===== config.mk =====
export PLATFORM = sky130hd
export DESIGN_NAME = vend_sequencer
export DESIGN_NICKNAME = d
export VERILOG_FILES = /design/src/rtl/vend_sequencer.sv
export SDC_FILE = /design/constraint.sdc
export NUM_CORES = 1
export LEC_CHECK = 0
export CAP_MARGIN = 10
export CORE_ASPECT_RATIO = 1.2
export CORE_MARGIN = 2
export CORE_UTILIZATION = 56
export CTS_BUF_LIST = sky130_fd_sc_hd__clkbuf_2 sky130_fd_sc_hd__clkbuf_4 sky130_fd_sc_hd__clkbuf_8
export CTS_CLUSTER_SIZE = 14
export DETAILED_ROUTE_END_ITERATION = 6
export PLACE_DENSITY = 0.81
export SKIP_LAST_GASP = 1
export SYNTH_ARGS = -nofsm -noshare
export SYNTH_HDL_FRONTEND = slang
export SYNTH_SLANG_ARGS = --single-unit

===== constraint.sdc =====
create_clock -name i_clk -period 5.8 [get_ports i_clk]
set_clock_uncertainty 0.2 [all_clocks]
set_input_delay 1.74 -clock i_clk [delete_from_list [all_inputs] [get_ports i_clk]]
set_output_delay 1.74 -clock i_clk [all_outputs]
set_load 0.05 [all_outputs]

===== src/rtl/vend_sequencer.sv =====
// Vending transaction controller: coin credit, vend validation, dispense handshake, change payout.
// Optional macro VEND_INPUT_SYNC_EN adds 2-flop synchronizers on coin/vend/cancel/disp_done.
module vend_sequencer #(
    parameter int unsigned CREDIT_W  = 3,
    parameter int unsigned PRICE     = 3,
    parameter int unsigned TIMEOUT   = 255,
    parameter int unsigned CHG_PULSE = 4
) (
    input  logic                i_clk,
    input  logic                i_rst_n,
    input  logic                i_ena,
    input  logic                i_coin,
    input  logic                i_vend,
    input  logic                i_cancel,
    input  logic [2:0]          i_sel,
    input  logic                i_disp_done,
    output logic                o_disp_req,
    output logic [2:0]          o_product,
    output logic [CREDIT_W-1:0] o_credit,
    output logic                o_accepted,
    output logic                o_coin_reject,
    output logic                o_change_out,
    output logic                o_busy,
    output logic                o_fault
);

    localparam int unsigned CNT_MAX = (TIMEOUT > CHG_PULSE) ? TIMEOUT : CHG_PULSE;
    localparam int unsigned CNT_W   = $clog2(CNT_MAX + 1);

    localparam logic [CREDIT_W-1:0] CREDIT_MAX = {CREDIT_W{1'b1}};
    localparam logic [CREDIT_W-1:0] PRICE_C    = CREDIT_W'(PRICE);
    localparam logic [CNT_W-1:0]    TMO_LAST   = CNT_W'(TIMEOUT - 1);
    localparam logic [CNT_W-1:0]    PHASE_LAST = CNT_W'(CHG_PULSE - 1);

    typedef enum logic [2:0] {
        StIdle,
        StAccum,
        StDispense,
        StChange,
        StFault
    } state_e;

    state_e                r_state, w_state_nxt;
    logic [CREDIT_W-1:0]   r_credit, w_credit_nxt;
    logic [2:0]            r_product, w_product_nxt;
    logic                  r_disp_req, w_disp_req_nxt;
    logic                  r_accepted, w_accepted_nxt;
    logic                  r_coin_reject, w_coin_reject_nxt;
    logic                  r_change_out, w_change_out_nxt;
    logic                  r_fault, w_fault_nxt;
    logic [CNT_W-1:0]      r_cnt, w_cnt_nxt;

    logic w_coin, w_vend, w_cancel, w_done;
    logic r_coin_q, r_vend_q, r_cancel_q;
    logic w_coin_edge, w_vend_edge, w_cancel_edge, w_vend_ok;

`ifdef VEND_INPUT_SYNC_EN
    logic [3:0] r_sync1, r_sync2;

    always_ff @(posedge i_clk) begin
        if (!i_rst_n) begin
            r_sync1 <= '0;
            r_sync2 <= '0;
        end else begin
            r_sync1 <= {i_coin, i_vend, i_cancel, i_disp_done};
            r_sync2 <= r_sync1;
        end
    end

    assign {w_coin, w_vend, w_cancel, w_done} = r_sync2;
`else
    assign {w_coin, w_vend, w_cancel, w_done} = {i_coin, i_vend, i_cancel, i_disp_done};
`endif

    assign w_coin_edge   = w_coin & ~r_coin_q;
    assign w_vend_edge   = w_vend & ~r_vend_q;
    assign w_cancel_edge = w_cancel & ~r_cancel_q;
    assign w_vend_ok     = w_vend_edge && (i_sel != 3'd0) && (r_credit >= PRICE_C);

    always_comb begin
        w_state_nxt       = r_state;
        w_credit_nxt      = r_credit;
        w_product_nxt     = r_product;
        w_disp_req_nxt    = r_disp_req;
        w_accepted_nxt    = 1'b0;
        w_coin_reject_nxt = 1'b0;
        w_change_out_nxt  = r_change_out;
        w_fault_nxt       = r_fault;
        w_cnt_nxt         = r_cnt;

        unique case (r_state)
            StIdle, StAccum: begin
                if (w_cancel_edge && (r_credit != '0)) begin
                    w_state_nxt       = StChange;
                    w_change_out_nxt  = 1'b1;
                    w_cnt_nxt         = '0;
                    w_coin_reject_nxt = w_coin_edge;
                end else begin
                    // Saturation is judged on the pre-vend credit.
                    if (w_coin_edge) begin
                        if (r_credit != CREDIT_MAX) begin
                            w_accepted_nxt = 1'b1;
                            w_credit_nxt   = r_credit + 1'b1;
                        end else begin
                            w_coin_reject_nxt = 1'b1;
                        end
                    end
                    if (w_vend_ok) begin
                        w_credit_nxt   = w_credit_nxt - PRICE_C;
                        w_product_nxt  = i_sel;
                        w_disp_req_nxt = 1'b1;
                        w_cnt_nxt      = '0;
                        w_state_nxt    = StDispense;
                    end else begin
                        w_state_nxt = (w_credit_nxt != '0) ? StAccum : StIdle;
                    end
                end
            end
            StDispense: begin
                w_coin_reject_nxt = w_coin_edge;
                if (w_done) begin
                    w_disp_req_nxt = 1'b0;
                    if (r_credit != '0) begin
                        w_state_nxt      = StChange;
                        w_change_out_nxt = 1'b1;
                        w_cnt_nxt        = '0;
                    end else begin
                        w_state_nxt = StIdle;
                    end
                end else if (r_cnt == TMO_LAST) begin
                    w_disp_req_nxt = 1'b0;
                    w_fault_nxt    = 1'b1;
                    w_state_nxt    = StFault;
                end else begin
                    w_cnt_nxt = r_cnt + 1'b1;
                end
            end
            StChange: begin
                w_coin_reject_nxt = w_coin_edge;
                if (r_cnt == PHASE_LAST) begin
                    w_cnt_nxt = '0;
                    if (r_change_out) begin
                        w_change_out_nxt = 1'b0;
                        w_credit_nxt     = r_credit - 1'b1;
                    end else if (r_credit == '0) begin
                        w_state_nxt = StIdle;
                    end else begin
                        w_change_out_nxt = 1'b1;
                    end
                end else begin
                    w_cnt_nxt = r_cnt + 1'b1;
                end
            end
            StFault: begin
                w_coin_reject_nxt = w_coin_edge;
            end
            default: begin
                w_state_nxt = StIdle;
            end
        endcase
    end

    always_ff @(posedge i_clk) begin
        if (!i_rst_n) begin
            r_coin_q      <= 1'b0;
            r_vend_q      <= 1'b0;
            r_cancel_q    <= 1'b0;
            r_state       <= StIdle;
            r_credit      <= '0;
            r_product     <= '0;
            r_disp_req    <= 1'b0;
            r_accepted    <= 1'b0;
            r_coin_reject <= 1'b0;
            r_change_out  <= 1'b0;
            r_fault       <= 1'b0;
            r_cnt         <= '0;
        end else begin
            // Edge detectors run regardless of ena, so edges during ena=0 are dropped.
            r_coin_q   <= w_coin;
            r_vend_q   <= w_vend;
            r_cancel_q <= w_cancel;
            if (i_ena) begin
                r_state       <= w_state_nxt;
                r_credit      <= w_credit_nxt;
                r_product     <= w_product_nxt;
                r_disp_req    <= w_disp_req_nxt;
                r_accepted    <= w_accepted_nxt;
                r_coin_reject <= w_coin_reject_nxt;
                r_change_out  <= w_change_out_nxt;
                r_fault       <= w_fault_nxt;
                r_cnt         <= w_cnt_nxt;
            end
        end
    end

    assign o_disp_req    = r_disp_req;
    assign o_product     = r_product;
    assign o_credit      = r_credit;
    assign o_accepted    = r_accepted;
    assign o_coin_reject = r_coin_reject;
    assign o_change_out  = r_change_out;
    assign o_fault       = r_fault;
    assign o_busy        = (r_state == StDispense) || (r_state == StChange) || (r_state == StFault);

endmodule


==> run_results.csv, run 1 <==
group,metric,value,unit
synthesis,ys_seq_elements,25,
synthesis,synthesis.area,1630,µm²
critical_path,cp-end-kind,"primary output",
floorplan,fp.coreArea,2790,µm²
synthesis,ys_seq_area_share,30.7,%
floorplan,boundaryPins,22,
layout,layout_common_cells,"dfxtp_1, clkdlybuf4s50_1, nand2_1",
critical_path,r2r-end,"o_credit[2]",
floorplan,rows,21,
floorplan,die_w,53.2,µm
layout,layout-drive-gt1-share,8.63,%
sta,slew_headroom,40.8,%
critical_path,crit_start,"r_state[1]",
power_and_ir_drop,irDropWorstVdd,0.166,mV
critical_path,r2r_cells,7,
sta,tns,0,ps
sta,finalCriticalPeriod,4070,ps
sta,rsz0062_at_grt,"false",
clock_network,cts_setup_buffers,0,
critical_path,crit_path_start_kind,"flop",
sta,slew_viol_final,0,
detailed_routing,dr.pass1.iters,4,
sta,tightest_slew,887,ps
global_routing,overflow,0,
layout,fillers,246,
clock_network,cts_tree,"done",
detailed_routing,antenna_left,0,
clock_network,numCtsBuffers,3,
global_routing,grt_pass1_vias,1420,
detailed_routing,drc,0,
synthesis,synth.net_count,199,
critical_path,critPathCapture,"o_busy",
global_routing,grt_first_pass_wirelength,6240,µm
placement,dp_hpwl,2800,µm
critical_path,arrival,2130,ps
power_and_ir_drop,power.density_cell_area,209,nW/µm²
layout,antenna_cells,0,
detailed_routing,drt_wl_total,3740,µm
clock_network,clock-sinks,25,
synthesis,synth_top_cell_by_area,"dfxtp_1",
synthesis,ys_top_cells_by_area,"dfxtp_1, ha_1, nor2b_1",
sta,setup_viol,0,
power_and_ir_drop,p_leak,0.000665,µW
critical_path,crit_fanout,14,
status,status,"finished clean",
detailed_routing,wl_per_cell,16.2,µm
global_routing,grt_max_degree,28,
global_routing,track_usage,23.9,%
flow_run,maxCapViolations,0,
layout,final_common_cell,"dfxtp_1",
floorplan,dieArea,3360,µm²
synthesis,yosys_warnings,0,
synthesis,synth_top_area_share,30.7,%
global_routing,antenna_found_initial,0,
critical_path,r2r_slack,2990,ps
placement,portBuffers,21,
floorplan,dieHeight,63.1,µm
critical_path,r2r_start,"o_credit[0]",
min_path,hp-class,"flop to flop",
clock_network,cts_max_level,1,
clock_network,clkTransAtPathRegs,150,ps
detailed_routing,routed_via_density,6.48,
clock_network,root_buffer,"clkbuf_4",
synthesis,postSynth.asyncResetShare,0,%
floorplan,start_util,58.5,%
layout,synthToLayoutAreaGrowth,14.5,%
detailed_routing,vias,1496,
clock_network,ctsResizeCount,0,
clock_network,worstSkewPairLatency,320,ps
sta,finalCritPeriodShare,70.2,%
synthesis,synth_cells,182,
synthesis,postSynthAreaPerCell,8.95,µm²
critical_path,crit_type,"flop to primary output",
clock_network,clock_path_buffers,2,
layout,layout.nets,215,
synthesis,ys_types,54,
critical_path,worstPathRequired,3860,ps
synthesis,synth_edf_count,0,
placement,gp_congestion,0.904,
sta,fmax,0.246,GHz
detailed_routing,dr.first_iter.drc_count,44,
synthesis,ys.flop_type,"dfxtp_1",
layout,final_core_util,67.0,%
sta,finalHoldViolations,0,
clock_network,cts_hold_buffers,0,
flip-flops by register name, summed over array words and instances (netlist names):
signal and count:
r_cnt 8, o_credit 3, o_product 3, r_state 3, o_accepted 1, o_change_out 1, o_coin_reject 1, o_disp_req 1
o_fault 1, r_cancel_q 1, r_coin_q 1, r_vend_q 1
per-stage QoR:
| stage | std cells | area [µm²] | total power (µW) | setup WS, ps | hold slack, ps |
|---|---|---|---|---|---|
| 4_1_cts | 231 | 1870 | 391 | 1770 | 303 |
| 3_5_place_dp | 227 | 1840 | 310 | 1580 | 284 |
| 2_1_floorplan | 182 | 1630 | 278 | 2260 | 313 |
| 5_1_grt | 231 | 1870 | 411 | 1610 | 335 |
| 6_report | 231 | 1870 | 390 | 1730 | 299 |
| 3_3_place_gp | 227 | 1840 | 305 | 1650 | 281 |
cell usage after synthesis (2+ instances only):
cell type and instances:
nand4b_1 3, o221a_2 2, nor4b_1 2, nand3_1 2
and2_1 6, nand3b_1 3, nand2_1 13, inv_1 6
and3_1 2, a211oi_2 2, nand4_1 7, clkbuf_1 8
xnor2_1 6, o41ai_1 2, a2111oi_2 2, nand2b_1 6
a21o_1 2, ha_1 7, nor2b_1 10, o211ai_1 2
mux2i_1 6, or4b_1 2, nor3_1 3, dfxtp_1 25
a21boi_0 2, a21oi_1 9, a211oi_1 4, nor2_1 9
o21ai_0 3, mux2_2 2
worst max-delay path: stages (launching register included):
cell	delay (ps)
dfxtp_1	610
nand2b_1	260
nand2_1	130
clkdlybuf4s50_1	810
layout make-up:
cell class,count,area (µm²),area share [%]
multi-input combinational,141,1060,56.8
sequential,25,500,26.8
timing repair buffer,21,210,11.3
tap,34,42.5,2.28
clock buffer,3,22.5,1.21
inverter,6,22.5,1.21
clock inverter,1,7.51,0.402
layer usage:
metal / wire length (µm) / part of all wire [%] / GRT usage [%]
met1: 1600 / 43 / 30.6
met2: 1920 / 51 / 38.9
met3: 143 / 3.8 / 2.84
met4: 77 / 2.1 / 11.2
met5: 0 / 0 / 0
where the power goes:
| group | total (µW) | internal [µW] | switching [µW] |
|---|---|---|---|
| registers | 191 | 179 | 11.8 |
| logic | 117 | 47.7 | 68.9 |
| clock network | 82.7 | 26.3 | 56.4 |
| total | 390 | 253 | 137 |
worst min path at each step:
| stage | from | to | depth (start not counted) |
|---|---|---|---|
| 2_1_floorplan | r_cnt[6] | r_cnt[6] | 2 |
| 3_3_place_gp | o_fault | o_fault | 2 |
| 3_5_place_dp | o_accepted | o_accepted | 2 |
| 4_1_cts | o_accepted | o_accepted | 2 |
| 5_1_grt | o_accepted | o_accepted | 2 |
| 6_report | o_accepted | o_accepted | 2 |
cell families after synthesis:
logic type / after synthesis / synth area share, %
DFF: 25 / 30.7
muxes: 8 / 5.07
and+or+nand+nor: 76 / 28.8
xor gates and xnor gates: 7 / 3.76
AOI/OAI and AO/OA: 43 / 22.0
adders and majority gates: 7 / 5.38
buffers and inverters: 16 / 4.22
No activity file was read; power rests on OpenSTA's default activity.
==> inputs of run 2 (changes only) <==
clock period = 3.9 ns   (was 5.8 ns; I/O delays follow)
==> run 2 against run 1 <==
  * Final cell count is 1.7% higher
  * Via count is 0.67% lower
  * Global-route usage is 0.61 points higher
  * Largest cell class unchanged
  * Largest power group unchanged
==> run_results.csv, run 2 (synthesis gave the netlist of run 1 again) <==
group,metric,value,unit
detailed_routing,drt_wl_total,3710,µm
critical_path,arrival,2130,ps
critical_path,worstPathRequired,2530,ps
critical_path,worst_path_max_delay_cell,"clkdlybuf4s50_1",
clock_network,numCtsBuffers,3,
power_and_ir_drop,pwr-share-clk,21.4,%
detailed_routing,antenna_left,0,
sta,tightest_slew,566,ps
clock_network,root_buffer,"clkbuf_4",
clock_network,cts_max_level,1,
floorplan,dieHeight,63.1,µm
sta,slew_viol_final,0,
clock_network,cts_hold_buffers,0,
global_routing,grt_max_degree,20,
detailed_routing,dr.pass1.iters,4,
floorplan,boundaryPins,22,
global_routing,overflow,0,
power_and_ir_drop,p_leak,0.000684,µW
clock_network,cts_setup_buffers,0,
floorplan,dieArea,3360,µm²
detailed_routing,routed_via_density,6.32,
layout,layout-drive-gt1-share,10.4,%
critical_path,crit_path_start_kind,"flop",
sta,tns,0,ps
layout,antenna_cells,0,
layout,largest_reg_flops,8,
clock_network,worstSkewPairLatency,330,ps
floorplan,die_w,53.2,µm
sta,setup_viol,0,
placement,dp_hpwl,2790,µm
floorplan,start_util,58.5,%
flow_run,maxCapViolations,0,
detailed_routing,vias,1486,
sta,finalCriticalPeriod,3500,ps
power_and_ir_drop,pwr-share-comb,30.1,%
layout,final_area,1900,µm²
power_and_ir_drop,p_switching,206,µW
clock_network,cts_tree,"done",
sta,finalHoldViolations,0,
clock_network,clkTransAtPathRegs,160,ps
clock_network,ctsResizeCount,0,
global_routing,grt_pass1_vias,1417,
detailed_routing,wl_per_cell,15.8,µm
power_and_ir_drop,irDropWorstVdd,0.251,mV
sta,whs,312,ps
layout,final_common_cell,"dfxtp_1",
critical_path,crit_type,"flop to primary output",
power_and_ir_drop,p_int,380,µW
layout,layout_common_cells,"dfxtp_1, clkdlybuf4s50_1, nand2_1",
placement,portBuffers,21,
critical_path,path_cells,"nand2b_1 > nand2_1 > clkdlybuf4s50_1",
placement,gp_congestion,0.909,
global_routing,track_usage,24.5,%
power_and_ir_drop,total_power,586,µW
power_and_ir_drop,p_sw_share,35.2,%
critical_path,critical_path.max_stage_delay,810,ps
detailed_routing,dr.first_iter.drc_count,48,
clock_network,clock_path_buffers,2,
floorplan,rows,21,
min_path,hp-class,"flop to flop",
layout,synthToLayoutAreaGrowth,16.4,%
layout,regMostFlops,"r_cnt",
status,status,"finished clean",
global_routing,antenna_found_initial,0,
power_and_ir_drop,power.density_cell_area,309,nW/µm²
critical_path,crit_fanout,14,
placement,post_dp_cell_area,1870,µm²
layout,final_core_util,68.1,%
critical_path,cp-end-kind,"primary output",
floorplan,fp.coreArea,2790,µm²
sta,fmax,0.286,GHz
detailed_routing,drc,0,
sta,finalCritPeriodShare,89.8,%
sta,slew_headroom,62.1,%
clock_network,clock-sinks,25,
layout,layout.nets,219,
global_routing,grt_first_pass_wirelength,6390,µm
sta,rsz0062_at_grt,"false",
power_and_ir_drop,power_frac_seq,48.4,%
run 2: worst paths after layout:
kind / startpoint / to / slack, ps / cells after the start
worst max-delay path: r_state[1] / o_busy / 400 / 3
worst min-delay path: o_coin_reject / o_coin_reject / 310 / 2
worst min register to register: o_coin_reject / o_coin_reject / 310 / 2
worst max register to register: o_credit[0] / r_cnt[2] / 1310 / 6
run 2: power by group through the flow:
stage	Sequential, µW	Combinational, µW	Clock [µW]
final	284	177	126
after global routing	286	192	141
after CTS	283	175	127
after detailed placement	289	174	0
after global placement	288	170	0
after floorplan	301	113	0
run 2: final cells by class:
| class | instances | area [µm²] |
|---|---|---|
| fill | 246 | 890 |
| multi-input combinational | 141 | 1060 |
| timing repair buffer | 25 | 240 |
| clock inverter | 1 | 7.51 |
| inverter | 6 | 22.5 |
| sequential | 25 | 500 |
| tap | 34 | 42.5 |
| clock buffer | 3 | 22.5 |
run 2: layer usage:
| layer | vias up | global-route usage, % | routed length, µm |
|---|---|---|---|
| li1 | 712 | - | - |
| met1 | 723 | 31.6 | 1600 |
| met5 | - | 0 | 0 |
| met3 | 8 | 4.03 | 162 |
| met4 | 0 | 11.2 | 70 |
| met2 | 43 | 39.0 | 1880 |
run 2: metrics by stage:
stage | instances | setup slack [ps]
global placement | 231 | 422
finish | 235 | 400
CTS | 235 | 429
floorplan | 182 | 933
global route | 235 | 279
detailed placement | 231 | 364
run 2: critical path: cells and delay by family (launching register included):
family,cells,cell delay [ps]
buffers and inverters,1,810
AND/OR/NAND/NOR,2,390
flip-flops,1,610
